`config.mk`:
```
export PLATFORM = sky130hd
export DESIGN_NAME = pulse_decoder_3to8
export DESIGN_NICKNAME = d
export VERILOG_FILES = /design/src/rtl/pulse_decoder_pkg.sv /design/src/rtl/pulse_timer.sv /design/src/rtl/pulse_decoder_3to8.sv
export SDC_FILE = /design/constraint.sdc
export NUM_CORES = 1
export LEC_CHECK = 0
export ABC_AREA = 0
export CAP_MARGIN = 5
export CORE_MARGIN = 4
export CORE_UTILIZATION = 40
export CTS_BUF_LIST = sky130_fd_sc_hd__clkbuf_2 sky130_fd_sc_hd__clkbuf_4 sky130_fd_sc_hd__clkbuf_8
export CTS_CLUSTER_DIAMETER = 40
export DETAILED_ROUTE_END_ITERATION = 10
export GPL_TIMING_DRIVEN = 0
export PLACE_DENSITY = 0.73
export SKIP_CTS_REPAIR_TIMING = 1
export SYNTH_ARGS = -nofsm -noshare
export SYNTH_HDL_FRONTEND = slang
export SYNTH_HIERARCHICAL = 1
export SYNTH_SLANG_ARGS = --single-unit
```
`constraint.sdc`:
```
create_clock -name clk -period 3.15 [get_ports clk]
set_input_delay 0.63 -clock clk [delete_from_list [all_inputs] [get_ports clk]]
set_output_delay 0.63 -clock clk [all_outputs]
set_load 0.01 [all_outputs]
```
`src/rtl/pulse_decoder_pkg.sv`:
```
// Shared types and constants for the 3-to-8 pulse decoder.
// Imported by pulse_timer and pulse_decoder_3to8.
package pulse_decoder_pkg;

  localparam int CODE_W  = 3;
  localparam int OUT_W   = 8;
  localparam int TIMER_W = 8;

  typedef enum logic [1:0] {
    IDLE,
    ACTIVE,
    GAP
  } state_t;

  function automatic logic [OUT_W-1:0] onehot(
    input logic [CODE_W-1:0] code
  );
    logic [OUT_W-1:0] o;
    o       = '0;
    o[code] = 1'b1;
    return o;
  endfunction

endpackage

```
`src/rtl/pulse_timer.sv`:
```
// Loadable 8-bit down-counter with zero flag.
// Priority: clear over load over dec.
module pulse_timer
  import pulse_decoder_pkg::*;
(
  input  logic               clk,
  input  logic               reset,
  input  logic               clear,
  input  logic               load,
  input  logic               dec,
  input  logic [TIMER_W-1:0] load_val,
  output logic               zero
);

  logic [TIMER_W-1:0] count;

  always_ff @(posedge clk or posedge reset) begin
    if (reset) begin
      count <= '0;
    end else if (clear) begin
      count <= '0;
    end else if (load) begin
      count <= load_val;
    end else if (dec) begin
      count <= count - TIMER_W'(1);
    end
  end

  assign zero = (count == '0);

endmodule

```
`src/rtl/pulse_decoder_3to8.sv`:
```
// Registered 3-to-8 one-hot pulse decoder with dead time and event count.
// Optional odd-parity check on accepted codes: PULSE_DECODER_PARITY_CHK_EN.
module pulse_decoder_3to8
  import pulse_decoder_pkg::*;
#(
  parameter int PULSE_LEN = 4,
  parameter int GAP_LEN   = 1,
  parameter int CNT_W     = 16
) (
  input  logic              clk,
  input  logic              reset,
  input  logic              enable,
  input  logic              in_valid,
  input  logic [CODE_W-1:0] in_code,
`ifdef PULSE_DECODER_PARITY_CHK_EN
  input  logic              in_parity,
  output logic              parity_err,
`endif
  output logic              in_ready,
  output logic [OUT_W-1:0]  out,
  output logic              out_valid,
  output logic              busy,
  output logic [CNT_W-1:0]  event_cnt
);

  localparam logic [TIMER_W-1:0] PULSE_M1 =
    TIMER_W'(PULSE_LEN - 1);
  localparam logic [TIMER_W-1:0] GAP_M1 =
    (GAP_LEN == 0) ? '0 : TIMER_W'(GAP_LEN - 1);

  state_t             state;
  state_t             state_n;
  logic [CODE_W-1:0]  code_q;
  logic [CODE_W-1:0]  code_n;
  logic [OUT_W-1:0]   out_n;
  logic               accept;
  logic               parity_ok;
  logic               start;
  logic               t_clear;
  logic               t_load;
  logic               t_dec;
  logic [TIMER_W-1:0] t_val;
  logic               t_zero;

  assign in_ready = enable && (state == IDLE);
  assign busy     = (state != IDLE);
  assign accept   = in_valid && in_ready;

`ifdef PULSE_DECODER_PARITY_CHK_EN
  assign parity_ok = ^{in_parity, in_code};
`else
  assign parity_ok = 1'b1;
`endif

  // A rejected code is still consumed; it just never starts a pulse.
  assign start = accept && parity_ok;

  pulse_timer u_timer (
    .clk      (clk),
    .reset    (reset),
    .clear    (t_clear),
    .load     (t_load),
    .dec      (t_dec),
    .load_val (t_val),
    .zero     (t_zero)
  );

  always_comb begin
    state_n = state;
    t_clear = 1'b0;
    t_load  = 1'b0;
    t_dec   = 1'b0;
    t_val   = '0;
    if (!enable) begin
      state_n = IDLE;
      t_clear = 1'b1;
    end else begin
      unique case (state)
        IDLE: begin
          if (start) begin
            state_n = ACTIVE;
            t_load  = 1'b1;
            t_val   = PULSE_M1;
          end
        end
        ACTIVE: begin
          if (!t_zero) begin
            t_dec = 1'b1;
          end else if (GAP_LEN == 0) begin
            state_n = IDLE;
          end else begin
            state_n = GAP;
            t_load  = 1'b1;
            t_val   = GAP_M1;
          end
        end
        GAP: begin
          if (t_zero) state_n = IDLE;
          else        t_dec   = 1'b1;
        end
        default: begin
          state_n = IDLE;
          t_clear = 1'b1;
        end
      endcase
    end
  end

  always_comb begin
    code_n = start ? in_code : code_q;
    out_n  = '0;
    if (state_n == ACTIVE) out_n = onehot(code_n);
  end

  always_ff @(posedge clk or posedge reset) begin
    if (reset) begin
      state     <= IDLE;
      code_q    <= '0;
      out       <= '0;
      out_valid <= 1'b0;
      event_cnt <= '0;
    end else begin
      state     <= state_n;
      code_q    <= code_n;
      out       <= out_n;
      out_valid <= |out_n;
      if (start) event_cnt <= event_cnt + CNT_W'(1);
    end
  end

`ifdef PULSE_DECODER_PARITY_CHK_EN
  always_ff @(posedge clk or posedge reset) begin
    if (reset) parity_err <= 1'b0;
    else       parity_err <= accept && !parity_ok;
  end
`endif

endmodule

```
==> out/results.ini, run 1 <==
[setup_path]
rrSetupSlack_ns = 0.44
crit_start = u_timer/count[5]$_DFFE_PP0P_
critPathRequiredTime_ns = 3.31
worstSetupPathType = register to register
critPathMaxFanout = 10
setup.worst_path.end_class = register
timing.rr.start = u_timer/count[5]$_DFFE_PP0P_
r2r_cells = 7
crit_arrival_ns = 2.87
worstSetupStartpointType = register
reg2reg_to = u_timer/count[5]$_DFFE_PP0P_

[floorplanning]
pin_count = 34
row_count = 24
fp.dieH_um = 76.6
die-area_mm2 = 0.00587
start_util_pct = 42.4
die_x_um = 76.6
coreArea_mm2 = 0.00444

[cts]
cts_root_buf = clkbuf_8
path_clk_slew_ns = 0.07
cts.sinks = 38
clockBufferDepth = 2
cts_tree = done
cts_buffers = 5
insertion_delay_ns = 0.28
cts-htree-levels = 2

[synthesis]
synth_seq_cells = 38
syn_inst = 183
synth_top_area_share_pct = 50.5
ys_top_cells_by_area = dfrtp_1 (50%), xnor2_1 (5.1%), ha_1 (4.7%)
synth_top_area_cell = dfrtp_1
yosysWarnings = 6
avgSynthCellArea_um2 = 10.3
synth_area_mm2 = 0.00188
synth_cell_type_count = 41
synth_seq_area_share_pct = 50.5

[grt]
grt_pass1_wl_mm = 6.66
grt_pass1_vias = 1423
grt_max_degree = 31
grt_use_total_pct = 14.2
grt_overflow = 0
antenna_found_initial = 0

[layout]
nFillCells = 403
area_growth_pct = 27.4
seqCellArea_um2 = 951
layout.nets = 242
antennaDiodeCount = 0
final_layout_size_suffix_gt1_share_pct = 6.99
multiInputGateArea_um2 = 878

[pwr]
fin_total_pwr_uw = 1360
power.density_mw_per_mm2 = 569
p_leak_uw = 0.00106
max-vdd-ir-drop_mv = 0.256

[placed_design]
dp_hpwl_mm = 2.88
place.gp.congestion = 0.775
portBuffers = 33

[route]
viasPerCell = 5.17
drtIter0Drc = 38
dr.pass1.iters = 4
drc = 0
drtAntennaViolNets = 0
via_count = 1454
routed_wl_mm = 3.90
routedWlPerCell_um = 13.9

[timing]
rsz0062_at_grt = no
max_slew.worst_pin.slew_ns = 1.12
period_share_pct = 86.0
max_freq_mhz = 369
max_slew_margin_pct = 25.0
setup_viol = 0
skew_ns = 0.00325
hold_violations = 0
min_period_ns = 2.71
drv_slew = 0
tns_ns = 0

[hold_path]
hp-class = register to register
min_from = event_cnt[15]$_DFFE_PP0N_
hold-path-endpoint = event_cnt[15]$_DFFE_PP0N_
hold_depth = 1

[flow_run]
drv_cap = 0

[run_status]
status = completed

kinds of logic after synthesis:
family	after synthesis	share of synthesized area, %
DFF	38	50.5
buffers and inverters	21	4.19
AOI/OAI and AO/OA	24	9.17
adders and majority gates	7	4.65
and+or+nand+nor	72	21.9
muxes	2	1.06
other	1	0.199
xor gates and xnor gates	18	8.37
cells in the mapped netlist:
| cell type | n |
|---|---|
| inv_1 | 17 |
| nor4_1 | 2 |
| ha_1 | 7 |
| or2b_1 | 1 |
| dfrtp_1 | 38 |
| nor2_2 | 1 |
| clkinv_1 | 1 |
| nor3b_1 | 3 |
| nand4_1 | 7 |
| o31a_1 | 2 |
| nor2_1 | 12 |
| nand3_1 | 3 |
| o21a_1 | 2 |
| nand2_1 | 16 |
| nand4bb_1 | 1 |
| or4_4 | 2 |
| or2_2 | 1 |
| and2_1 | 1 |
| nor2b_1 | 2 |
| a31oi_1 | 4 |
| o211ai_1 | 1 |
| mux2i_1 | 2 |
| and4_2 | 1 |
| a2111oi_2 | 1 |
| a211oi_1 | 2 |
| and3_1 | 3 |
| clkbuf_1 | 2 |
| o22ai_1 | 1 |
| nor4b_1 | 3 |
| a21oi_1 | 5 |
| a311oi_1 | 1 |
| xor2_1 | 7 |
| nor3_1 | 10 |
| conb_1 | 1 |
| o32a_1 | 1 |
| nand3_4 | 1 |
| xnor2_1 | 11 |
| and4_1 | 2 |
| buf_1 | 1 |
| a2111oi_0 | 2 |
| o21ai_0 | 2 |
worst max path at each step:
stage,to,cells after the start
floorplan,u_timer/count[5]$_DFFE_PP0P_,7
global placement,u_timer/count[7]$_DFFE_PP0P_,7
detailed placement,u_timer/count[7]$_DFFE_PP0P_,7
CTS,u_timer/count[7]$_DFFE_PP0P_,7
global route,u_timer/count[7]$_DFFE_PP0P_,7
finish,u_timer/count[5]$_DFFE_PP0P_,7
registers in the layout, summed over array words and instances, names as in the netlist:
name	flops
event_cnt	16
out	8
u_timer/count	8
code_q	3
state	2
out_valid	1
power breakdown:
part	internal, uW	leakage (uW)	switching [uW]
Clock	185	0.0000517	164
Sequential	554	0.000506	84.1
Combinational	182	0.000506	195
stage by stage:
step | hold slack (ns) | cell area, um^2 | util [%] | setup WS, ns | std cells
6_report | 0.483 | 2400 | 54.0 | 0.441 | 281
2_1_floorplan | 0.446 | 1900 | - | 0.591 | 188
5_1_grt | 0.518 | 2400 | 54.0 | 0.186 | 281
3_5_place_dp | 0.486 | 2300 | 51.7 | 0.103 | 273
3_3_place_gp | 0.455 | 2300 | 51.7 | 0.231 | 273
4_1_cts | 0.496 | 2390 | 53.8 | 0.146 | 281
worst max-delay path, stage by stage, from the launching register on:
cell	delay [ns]
dfrtp_1	0.41
or4_4	0.57
nor4b_2	0.50
nand3_1	0.12
nand2_1	0.16
buf_1	0.38
a211oi_1	0.07
a2111oi_0	0.38
cell type report:
| class | instances | area share, % |
|---|---|---|
| inverters | 18 | 2.82 |
| flip-flops and latches | 38 | 39.6 |
| clock inverters | 1 | 0.209 |
| plain buffers | 3 | 0.469 |
| well taps | 52 | 2.71 |
| repair buffers | 33 | 13.8 |
| clock buffers | 7 | 3.76 |
| multi-input cells | 129 | 36.6 |
per-layer routing:
| metal | routed length (um) | GRT usage [%] |
|---|---|---|
| met3 | 122 | 2.84 |
| met2 | 1910 | 22.8 |
| met5 | 0 | 0 |
| met4 | 66 | 6.52 |
| met1 | 1800 | 18.4 |
placed cells by master, fill, tap and decap left out, types with 3 or more instances in the layout:
master / netlist / final
a21oi_1: 5 / 5
clkdlybuf4s50_1: 0 / 33
nand3_1: 3 / 3
inv_1: 17 / 17
nand4_1: 7 / 7
clkbuf_8: 0 / 6
and3_1: 3 / 3
ha_1: 7 / 7
conb_1: 1 / 6
dfrtp_1: 38 / 38
nor3_1: 10 / 10
xnor2_1: 11 / 11
nand2_1: 16 / 16
xor2_1: 7 / 7
nor3b_1: 3 / 3
a31oi_1: 4 / 4
nor2_1: 12 / 12
Power figures use the tool's default switching activity.
==> run 2, diff against run 1 <==
--- a/config.mk
+++ b/config.mk
@@ -7,6 +7,7 @@
 export LEC_CHECK = 0
 export ABC_AREA = 0
 export CAP_MARGIN = 5
+export CORE_ASPECT_RATIO = 1.75
 export CORE_MARGIN = 4
 export CORE_UTILIZATION = 40
 export CTS_BUF_LIST = sky130_fd_sc_hd__clkbuf_2 sky130_fd_sc_hd__clkbuf_4 sky130_fd_sc_hd__clkbuf_8
==> out/results.ini, run 2 (synthesized netlist as in run 1, its figures left out) <==
[setup_path]
path_depth = 7  ; unchanged
worstSetupPathType = register to register  ; unchanged
critPathRequiredTime_ns = 3.31  ; about the same
max_stage_delay_ns = 0.56  ; was 0.57 ns
critPathMaxFanout = 10  ; unchanged
critPathBufInv = 1  ; unchanged
r2r_cells = 7  ; unchanged
worstSetupStartpointType = register  ; unchanged
reg2reg_to = u_timer/count[5]$_DFFE_PP0P_  ; unchanged
rrSetupSlack_ns = 0.45  ; was 0.44 ns
crit_start = u_timer/count[5]$_DFFE_PP0P_  ; unchanged
timing.rr.start = u_timer/count[5]$_DFFE_PP0P_  ; unchanged
crit_arrival_ns = 2.86  ; was 2.87 ns
crit_family = simple AND/OR/NAND/NOR gates  ; unchanged
path_cells = or4_4, nor4b_2, nand3_1, nand2_1, buf_1, a211oi_1, a2111oi_0  ; unchanged
cpMaxStageDelayCell = or4_4  ; unchanged
setup.worst_path.end_class = register  ; unchanged

[pwr]
p_switching_uw = 446  ; was 444 uW
fin_total_pwr_uw = 1500  ; was 1360 uW
p_int_uw = 1050  ; was 921 uW
clkPwrFrac_pct = 33.1  ; was 25.6%
p_leak_uw = 0.00108  ; was 0.00106 uW
switching_share_pct = 29.8  ; was 32.5%
power_frac_comb_pct = 24.8  ; was 27.6%
p_seq_share_pct = 42.1  ; was 46.8%
max-vdd-ir-drop_mv = 0.403  ; was 0.256 mV
power.density_mw_per_mm2 = 614  ; was 569 mW/mm^2

[route]
dr.pass1.iters = 4  ; unchanged
drtAntennaViolNets = 0  ; unchanged
drc = 0  ; unchanged
via_count = 1459  ; was 1,454
viasPerCell = 5.21  ; was 5.17
routedWlPerCell_um = 13.4  ; was 13.9 um
routed_wl_mm = 3.76  ; was 3.90 mm
drtIter0Drc = 50  ; was 38

[layout]
largest_reg_flops = 16  ; unchanged
utilization_pct = 54.4  ; was 54.0%
layout_common_cells = dfrtp_1 (38), clkdlybuf4s50_1 (33), inv_1 (17)  ; unchanged
final_layout_size_suffix_gt1_share_pct = 6.99  ; unchanged
fin_cells = 280  ; was 281
layout.nets = 242  ; unchanged
top_register = event_cnt  ; unchanged
area_growth_pct = 29.6  ; was 27.4%
final_common_cell = dfrtp_1  ; unchanged
antennaDiodeCount = 0  ; unchanged
top_regs = event_cnt: 16 flops, out: 8 flops, u_timer/count: 8 flops  ; unchanged
nFillCells = 408  ; was 403

[cts]
cts.sinks = 38  ; unchanged
path_clk_slew_ns = 0.08  ; was 0.07 ns
insertion_delay_ns = 0.29  ; was 0.28 ns
clockBufferDepth = 2  ; unchanged
cts_root_buf = clkbuf_8  ; unchanged
cts-htree-levels = 2  ; unchanged
cts_buffers = 5  ; unchanged
cts_tree = done  ; unchanged

[grt]
grt_use_total_pct = 14.6  ; was 14.2%
antenna_found_initial = 0  ; unchanged
use_met3_pct = 3.93  ; was 2.84%
use_met2_pct = 25.6  ; was 22.8%
grt_max_degree = 31  ; unchanged
grt_pass1_vias = 1470  ; was 1,423
grt_util_met1_pct = 15.5  ; was 18.4%
grt_pass1_wl_mm = 6.66  ; unchanged
grt.busiest_layer = met2  ; unchanged
grt_overflow = 0  ; unchanged

[timing]
max_slew_margin_pct = 26.9  ; was 25.0%
period_share_pct = 85.6  ; was 86.0%
holdWs_ns = 0.465  ; was 0.483 ns
max_freq_mhz = 371  ; was 369 MHz
max_slew.worst_pin.slew_ns = 1.10  ; was 1.12 ns
hold_violations = 0  ; unchanged
skew_ns = 0.00549  ; was 0.00325 ns
drv_slew = 0  ; unchanged
rsz0062_at_grt = no  ; unchanged
min_period_ns = 2.70  ; was 2.71 ns
tns_ns = 0  ; unchanged
setup_viol = 0  ; unchanged

[placed_design]
dp.cells = 272  ; was 273
portBuffers = 33  ; unchanged
dp_hpwl_mm = 2.85  ; was 2.88 mm
place.gp.congestion = 0.849  ; was 0.775

[floorplanning]
start_util_pct = 42.0  ; was 42.4%
pin_count = 34  ; unchanged
row_count = 32  ; was 24
fp.dieH_um = 98.8  ; was 76.6 um
coreArea_mm2 = 0.00448  ; was 0.00444 mm^2
die_x_um = 59.9  ; was 76.6 um
die-area_mm2 = 0.00591  ; was 0.00587 mm^2

[hold_path]
hold_depth = 1  ; unchanged
min_from = event_cnt[15]$_DFFE_PP0N_  ; unchanged
hp-class = register to register  ; unchanged
hold-path-endpoint = event_cnt[15]$_DFFE_PP0N_  ; unchanged

[flow_run]
drv_cap = 0  ; unchanged

[run_status]
status = completed  ; unchanged

[run 2: through the flow]
stage	worst slack (ns)	cell area, um^2
2_1_floorplan	0.591	1900
3_3_place_gp	0.296	2300
3_5_place_dp	0.179	2300
4_1_cts	0.159	2430
5_1_grt	0.134	2440
6_report	0.452	2440
[run 2: layout make-up]
class                   instances  area, um^2  share of cell area (%)
well taps                      51        63.8                    2.62
inverters                      18        67.6                    2.77
repair buffers                 33         330                    13.5
flip-flops and latches         38         951                    39.0
clock inverters                 3        68.8                    2.82
multi-input cells             129         878                    36.0
clock buffers                   5        68.8                    2.82
plain buffers                   3        11.3                   0.462
[run 2: how the worst max path moves through the flow]
| stage | endpoint | slack (ns) |
|---|---|---|
| detailed placement | u_timer/count[5]$_DFFE_PP0P_ | 0.18 |
| CTS | u_timer/count[5]$_DFFE_PP0P_ | 0.16 |
| global route | u_timer/count[5]$_DFFE_PP0P_ | 0.13 |
| finish | u_timer/count[5]$_DFFE_PP0P_ | 0.45 |
| global placement | u_timer/count[5]$_DFFE_PP0P_ | 0.30 |
| floorplan | u_timer/count[5]$_DFFE_PP0P_ | 0.59 |
[run 2: power by group through the flow]
stage,clock network (uW),logic (uW),registers (uW)
2_1_floorplan,0,219,640
3_3_place_gp,0,366,638
3_5_place_dp,0,373,639
4_1_cts,509,375,630
5_1_grt,528,427,641
6_report,496,372,631
[run 2: layer usage]
layer / share of wire, % / vias up
met5: 0 / -
met4: 1.9 / 0
met3: 5.1 / 5
met2: 54 / 35
met1: 39 / 695
li1: - / 724
==> run 3, diff against run 2 <==
--- a/config.mk
+++ b/config.mk
@@ -7,16 +7,20 @@
 export LEC_CHECK = 0
 export ABC_AREA = 0
 export CAP_MARGIN = 5
+export CELL_PAD_IN_SITES_DETAIL_PLACEMENT = 1
+export CELL_PAD_IN_SITES_GLOBAL_PLACEMENT = 1
 export CORE_ASPECT_RATIO = 1.75
 export CORE_MARGIN = 4
 export CORE_UTILIZATION = 40
 export CTS_BUF_LIST = sky130_fd_sc_hd__clkbuf_2 sky130_fd_sc_hd__clkbuf_4 sky130_fd_sc_hd__clkbuf_8
 export CTS_CLUSTER_DIAMETER = 40
 export DETAILED_ROUTE_END_ITERATION = 10
+export GPL_ROUTABILITY_DRIVEN = 0
 export GPL_TIMING_DRIVEN = 0
-export PLACE_DENSITY = 0.73
+export PLACE_DENSITY = 0.88
 export SKIP_CTS_REPAIR_TIMING = 1
 export SYNTH_ARGS = -nofsm -noshare
 export SYNTH_HDL_FRONTEND = slang
 export SYNTH_HIERARCHICAL = 1
 export SYNTH_SLANG_ARGS = --single-unit
+export TNS_END_PERCENT = 30
==> out/results.ini, run 3 (synthesized netlist as in run 1, its figures left out) <==
[layout]
top_regs = event_cnt: 16 flops, out: 8 flops, u_timer/count: 8 flops  ; unchanged
largest_reg_flops = 16  ; unchanged
final_area_mm2 = 0.00244  ; unchanged
final_common_cell = dfrtp_1  ; unchanged
top_register = event_cnt  ; unchanged
area_growth_pct = 29.6  ; unchanged
final_layout_size_suffix_gt1_share_pct = 6.99  ; unchanged
layout_common_cells = dfrtp_1 (38), clkdlybuf4s50_1 (33), inv_1 (17)  ; unchanged
antennaDiodeCount = 0  ; unchanged
layout.nets = 242  ; unchanged

[route]
dr.pass1.iters = 4  ; unchanged
drtIter0Drc = 42  ; was 50
routedWlPerCell_um = 17.9  ; was 13.4 um
routed_wl_mm = 5.02  ; was 3.76 mm
viasPerCell = 5.50  ; was 5.21
via_count = 1539  ; was 1,459
drc = 0  ; unchanged
drtAntennaViolNets = 0  ; unchanged

[cts]
cts_buffers = 5  ; unchanged
cts.sinks = 38  ; unchanged
cts_root_buf = clkbuf_8  ; unchanged
cts-htree-levels = 2  ; unchanged
path_clk_slew_ns = 0.08  ; about the same
clockBufferDepth = 2  ; unchanged
cts_tree = done  ; unchanged
insertion_delay_ns = 0.29  ; about the same

[pwr]
clkPwrFrac_pct = 32.6  ; was 33.1%
p_int_uw = 1050  ; about the same
fin_total_pwr_uw = 1530  ; was 1500 uW
power_frac_comb_pct = 25.6  ; was 24.8%
p_leak_uw = 0.00108  ; unchanged
max-vdd-ir-drop_mv = 0.405  ; was 0.403 mV
switching_share_pct = 30.9  ; was 29.8%
power.density_mw_per_mm2 = 625  ; was 614 mW/mm^2
p_seq_share_pct = 41.7  ; was 42.1%
p_switching_uw = 471  ; was 446 uW

[timing]
period_share_pct = 89.2  ; was 85.6%
hold_violations = 0  ; unchanged
setup_viol = 0  ; unchanged
drv_slew = 0  ; unchanged
tns_ns = 0  ; unchanged
min_period_ns = 2.81  ; was 2.70 ns
max_slew.worst_pin.slew_ns = 1.15  ; was 1.10 ns
skew_ns = 0.00549  ; about the same
rsz0062_at_grt = no  ; unchanged
max_freq_mhz = 356  ; was 371 MHz
max_slew_margin_pct = 23.5  ; was 26.9%

[floorplanning]
die_x_um = 59.9  ; unchanged
row_count = 32  ; unchanged
start_util_pct = 42.0  ; unchanged
fp.dieH_um = 98.8  ; unchanged
die-area_mm2 = 0.00591  ; unchanged
pin_count = 34  ; unchanged
coreArea_mm2 = 0.00448  ; unchanged

[setup_path]
setup.worst_path.end_class = register  ; unchanged
timing.rr.start = u_timer/count[5]$_DFFE_PP0P_  ; unchanged
worstSetupStartpointType = register  ; unchanged
rrSetupSlack_ns = 0.34  ; was 0.45 ns
reg2reg_to = u_timer/count[7]$_DFFE_PP0P_  ; was u_timer/count[5]$_DFFE_PP0P_
critPathRequiredTime_ns = 3.30  ; was 3.31 ns
critPathMaxFanout = 10  ; unchanged
crit_arrival_ns = 2.96  ; was 2.86 ns
worstSetupPathType = register to register  ; unchanged
r2r_cells = 7  ; unchanged

[grt]
grt_overflow = 0  ; unchanged
grt_max_degree = 31  ; unchanged
grt_pass1_vias = 1736  ; was 1,470
grt_pass1_wl_mm = 8.81  ; was 6.66 mm
grt_use_total_pct = 19.5  ; was 14.6%
antenna_found_initial = 0  ; unchanged

[placed_design]
placed_area_mm2 = 0.00230  ; unchanged
portBuffers = 33  ; unchanged
dp_hpwl_mm = 3.88  ; was 2.85 mm

[hold_path]
hold_depth = 1  ; unchanged
hold-path-endpoint = event_cnt[13]$_DFFE_PP0N_  ; was event_cnt[15]$_DFFE_PP0N_
hp-class = register to register  ; unchanged
min_from = event_cnt[13]$_DFFE_PP0N_  ; was event_cnt[15]$_DFFE_PP0N_

[run_status]
status = completed  ; unchanged

[flow_run]
drv_cap = 0  ; unchanged

## run 3: cell counts in the layout (fill, tap and decap cells not counted)
Identical to the previous run, type by type.
## run 3: area by class of cell
cell class | instances | area [um^2]
flip-flops and latches | 38 | 951
fillers | 508 | 2040
inverters | 18 | 67.6
clock buffers | 5 | 68.8
plain buffers | 3 | 11.3
multi-input cells | 129 | 878
clock inverters | 3 | 68.8
well taps | 51 | 63.8
repair buffers | 33 | 330
## run 3: worst max-delay path: stages (launching register included)
cell and delay (ns):
dfrtp_1 0.41, or4_4 0.57, nor4b_2 0.46, nand3_1 0.12, nand2_1 0.16, buf_1 0.41
a311oi_1 0.11, a2111oi_0 0.43
## run 3: layer usage
layer / global-route usage, % / vias up / share of wire (%)
li1: - / 721 / -
met1: 19.8 / 784 / 34
met2: 37.8 / 28 / 62
met3: 2.49 / 6 / 2.8
met4: 7.17 / 0 / 1.6
met5: 0 / - / 0
## run 3: power groups by stage
stage,registers [uW],logic [uW],clock network [uW]
2_1_floorplan,640,219,0
3_3_place_gp,638,368,0
3_5_place_dp,646,387,0
4_1_cts,636,392,510
5_1_grt,650,438,530
6_report,636,391,498
## run 3: through the flow
stage | hold slack, ns | cells | setup WS [ns] | utilization [%]
after global placement | 0.455 | 272 | 0.231 | 51.2
after floorplan | 0.446 | 188 | 0.591 | -
after global routing | 0.518 | 280 | 0.112 | 54.4
after detailed placement | 0.485 | 272 | 0.0987 | 51.2
final | 0.497 | 280 | 0.340 | 54.4
after CTS | 0.501 | 280 | 0.0564 | 54.3
## run 3: worst max-delay path by stage
stage | startpoint | endpoint
after detailed placement | u_timer/count[5]$_DFFE_PP0P_ | u_timer/count[7]$_DFFE_PP0P_
after CTS | u_timer/count[5]$_DFFE_PP0P_ | u_timer/count[7]$_DFFE_PP0P_
after floorplan | u_timer/count[5]$_DFFE_PP0P_ | u_timer/count[5]$_DFFE_PP0P_
after global placement | u_timer/count[5]$_DFFE_PP0P_ | u_timer/count[5]$_DFFE_PP0P_
final | u_timer/count[5]$_DFFE_PP0P_ | u_timer/count[7]$_DFFE_PP0P_
after global routing | u_timer/count[5]$_DFFE_PP0P_ | u_timer/count[7]$_DFFE_PP0P_
==> RTL edit: new RTL, config.mk and constraints of run 2 <==
Encoding of `state_t`: now one-hot (3 bits for 3 states).
--- a/src/rtl/pulse_decoder_pkg.sv
+++ b/src/rtl/pulse_decoder_pkg.sv
@@ -8,6 +8,6 @@
 
-  typedef enum logic [1:0] {
-    IDLE,
-    ACTIVE,
-    GAP
+  typedef enum logic [2:0] {
+    IDLE   = 3'b001,
+    ACTIVE = 3'b010,
+    GAP    = 3'b100
   } state_t;
Check against the original RTL: no difference found for any inputs over 10 cycles, from zero or initial values and one cycle with reset high; not proved beyond that.
==> RTL edit against run 2 <==
Sequential cell count rose by 1. Non-clock buffer count up 4. Critical endpoint is now in_ready. Sequential power fell by 3%. Routed wire length grew 7.0%. Setup slack worse by 0.20 ns. Power down 6.4%. Final area is 6.1% higher. Synthesized area rose by 6.4%.
==> RTL edit: results (changes against run 2) <==
\begin{tabular}{lr}
\hline
Metric & Value \\
\hline
\multicolumn{2}{l}{\textbf{Run status}} \\
\quad Run status & complete, no violations \\
\multicolumn{2}{l}{\textbf{Final layout}} \\
\quad Fill count & 427 (+4.7\%) \\
\quad NumNets Final & 249 (+2.9\%) \\
\quad Area added between synthesis and finish & 29.2\% \\
\quad Share of cells above drive strength 1 & 12.1\% (+5.1 points) \\
\multicolumn{2}{l}{\textbf{Global route}} \\
\quad Overall track demand over capacity in global routing & 14.1\% (-0.55 points) \\
\quad Largest net degree at the start of global routing & 32 (+3.2\%) \\
\quad Vias in the first global route & 1548 (+5.3\%) \\
\multicolumn{2}{l}{\textbf{Worst setup path}} \\
\quad Reg2Reg Setup Slack & 0.34 ns (-0.11 ns) \\
\quad Peak fanout along the critical path & 8 (-2) \\
\multicolumn{2}{l}{\textbf{STA}} \\
\quad Slew at the pin with the worst max-slew slack & 0.972 ns (-0.124 ns) \\
\multicolumn{2}{l}{\textbf{Route}} \\
\quad First DRT Iteration DRCs & 37 (-26\%) \\
\quad Total wire length & 4.02 mm (+7.0\%) \\
\quad Via count normalized by instance count & 5.21 (about the same) \\
\multicolumn{2}{l}{\textbf{Pwr}} \\
\quad Worst IR Drop VDD & 0.000322 V (-20\%) \\
\quad Leakage power total & 1.08 nW (-0.13\%) \\
\multicolumn{2}{l}{\textbf{Yosys}} \\
\quad Post-synthesis share of cell area spent on full adders, half adders and majority gates & 1.87\% (-2.8 points) \\
\quad Most common library cells after synthesis & sky130\_fd\_sc\_hd\_\_dfrtp\_1 (38), sky130\_fd\_sc\_hd\_\_nor2\_1 (20), sky130\_fd\_sc\_hd\_\_xnor2\_1 (14) \\
\quad Synth Area in XOR/XNOR & 8.74\% (+0.37 points) \\
\quad Part of the Yosys area used for sequential elements & 48.8\% (-1.7 points) \\
\quad Fraction of synthesized area in multiplexers & 2.75\% (+1.7 points) \\
\quad Count of cell types in the netlist & 43 (+4.9\%) \\
\quad Area fraction in compound gates after synthesis & 8.81\% (-0.36 points) \\
\quad Largest cells by area after synthesis & sky130\_fd\_sc\_hd\_\_dfrtp\_1 (47\%), sky130\_fd\_sc\_hd\_\_xnor2\_1 (6.1\%), sky130\_fd\_sc\_hd\_\_nor2\_1 (3.7\%), sky130\_fd\_sc\_hd\_\_nor3b\_1 (3.7\%), sky130\_fd\_sc\_hd\_\_xor2\_1 (2.6\%) \\
\multicolumn{2}{l}{\textbf{Placed design}} \\
\quad Post-placement setup slack & -0.0679 ns (-0.247 ns) \\
\quad Weighted congestion reported at the end of routability-driven placement & 0.825 (-2.8\%) \\
\hline
\end{tabular}
-- RTL edit: changes by cell type after synthesis, moves of 3 or more --
cell / delta
sky130_fd_sc_hd__o21ai_0: +3
sky130_fd_sc_hd__xnor2_1: +3
sky130_fd_sc_hd__nor2_1: +8
sky130_fd_sc_hd__nand4_1: -3
sky130_fd_sc_hd__nor3_1: -4
sky130_fd_sc_hd__mux2_2: +4
sky130_fd_sc_hd__nor3b_1: +7
sky130_fd_sc_hd__nand3_1: +5
sky130_fd_sc_hd__nand2_1: -4
sky130_fd_sc_hd__inv_1: -4
sky130_fd_sc_hd__ha_1: -4
-- RTL edit: final cells by class --
type / instances / area share (%)
Sequential cell: 39 / 37.7
Multi-Input combinational cell: 140 / 37.2
Timing Repair Buffer: 34 / 13.8
Clock buffer: 6 / 2.95
Tap cell: 52 / 2.51
Clock inverter: 2 / 2.32
Inverter: 13 / 1.88
Buffer: 6 / 1.59
-- RTL edit: per-stage QoR --
stage	std cells	hold slack (ns)	TNS, ns
after floorplan	198	0.446	0
after global placement	283	0.461	-0.0363
after detailed placement	283	0.467	-0.0797
after CTS	291	0.482	-0.142
after global routing	292	0.492	0
final	292	0.478	0
-- RTL edit: logic make-up after synthesis --
| family | after synthesis |
|---|---|
| AND/OR/NAND/NOR | 80 |
| flip-flops | 39 |
| AO/OA/AOI/OAI | 26 |
| XOR/XNOR | 20 |
| buffers and inverters | 19 |
| multiplexers | 5 |
| adder cells (fa/ha/maj) | 3 |
| other | 1 |
-- RTL edit: critical path, stage by stage --
cell,delay (ns)
sky130_fd_sc_hd__clkdlybuf4s50_1,0.60
sky130_fd_sc_hd__nand2b_4,0.07
sky130_fd_sc_hd__buf_6,0.14
sky130_fd_sc_hd__nor3b_1,0.24
sky130_fd_sc_hd__clkdlybuf4s50_1,0.58
-- RTL edit: path summary, 6_finish.rpt --
path | endpoint | from
max in group asynchronous | state[0] | reset
hold / removal | event_cnt[15] | event_cnt[15]
setup reg to reg | u_timer/count[5] | u_timer/count[5]
setup / recovery | in_ready | enable
min in group asynchronous | u_timer/count[6] | reset
hold reg to reg | event_cnt[15] | event_cnt[15]
-- RTL edit: where the power goes --
group / switching [mW] / internal [mW]
clock network: 0.177 / 0.325
registers: 0.0602 / 0.552
logic: 0.137 / 0.151
total: 0.374 / 1.03
-- RTL edit: routing by layer --
layer	global-route usage [%]	vias to the layer above	part of all wire [%]
li1	-	756	-
met1	14.2	730	38
met2	26.4	30	56
met3	3.06	6	4.3
met4	5.56	0	1.6
met5	0	-	0
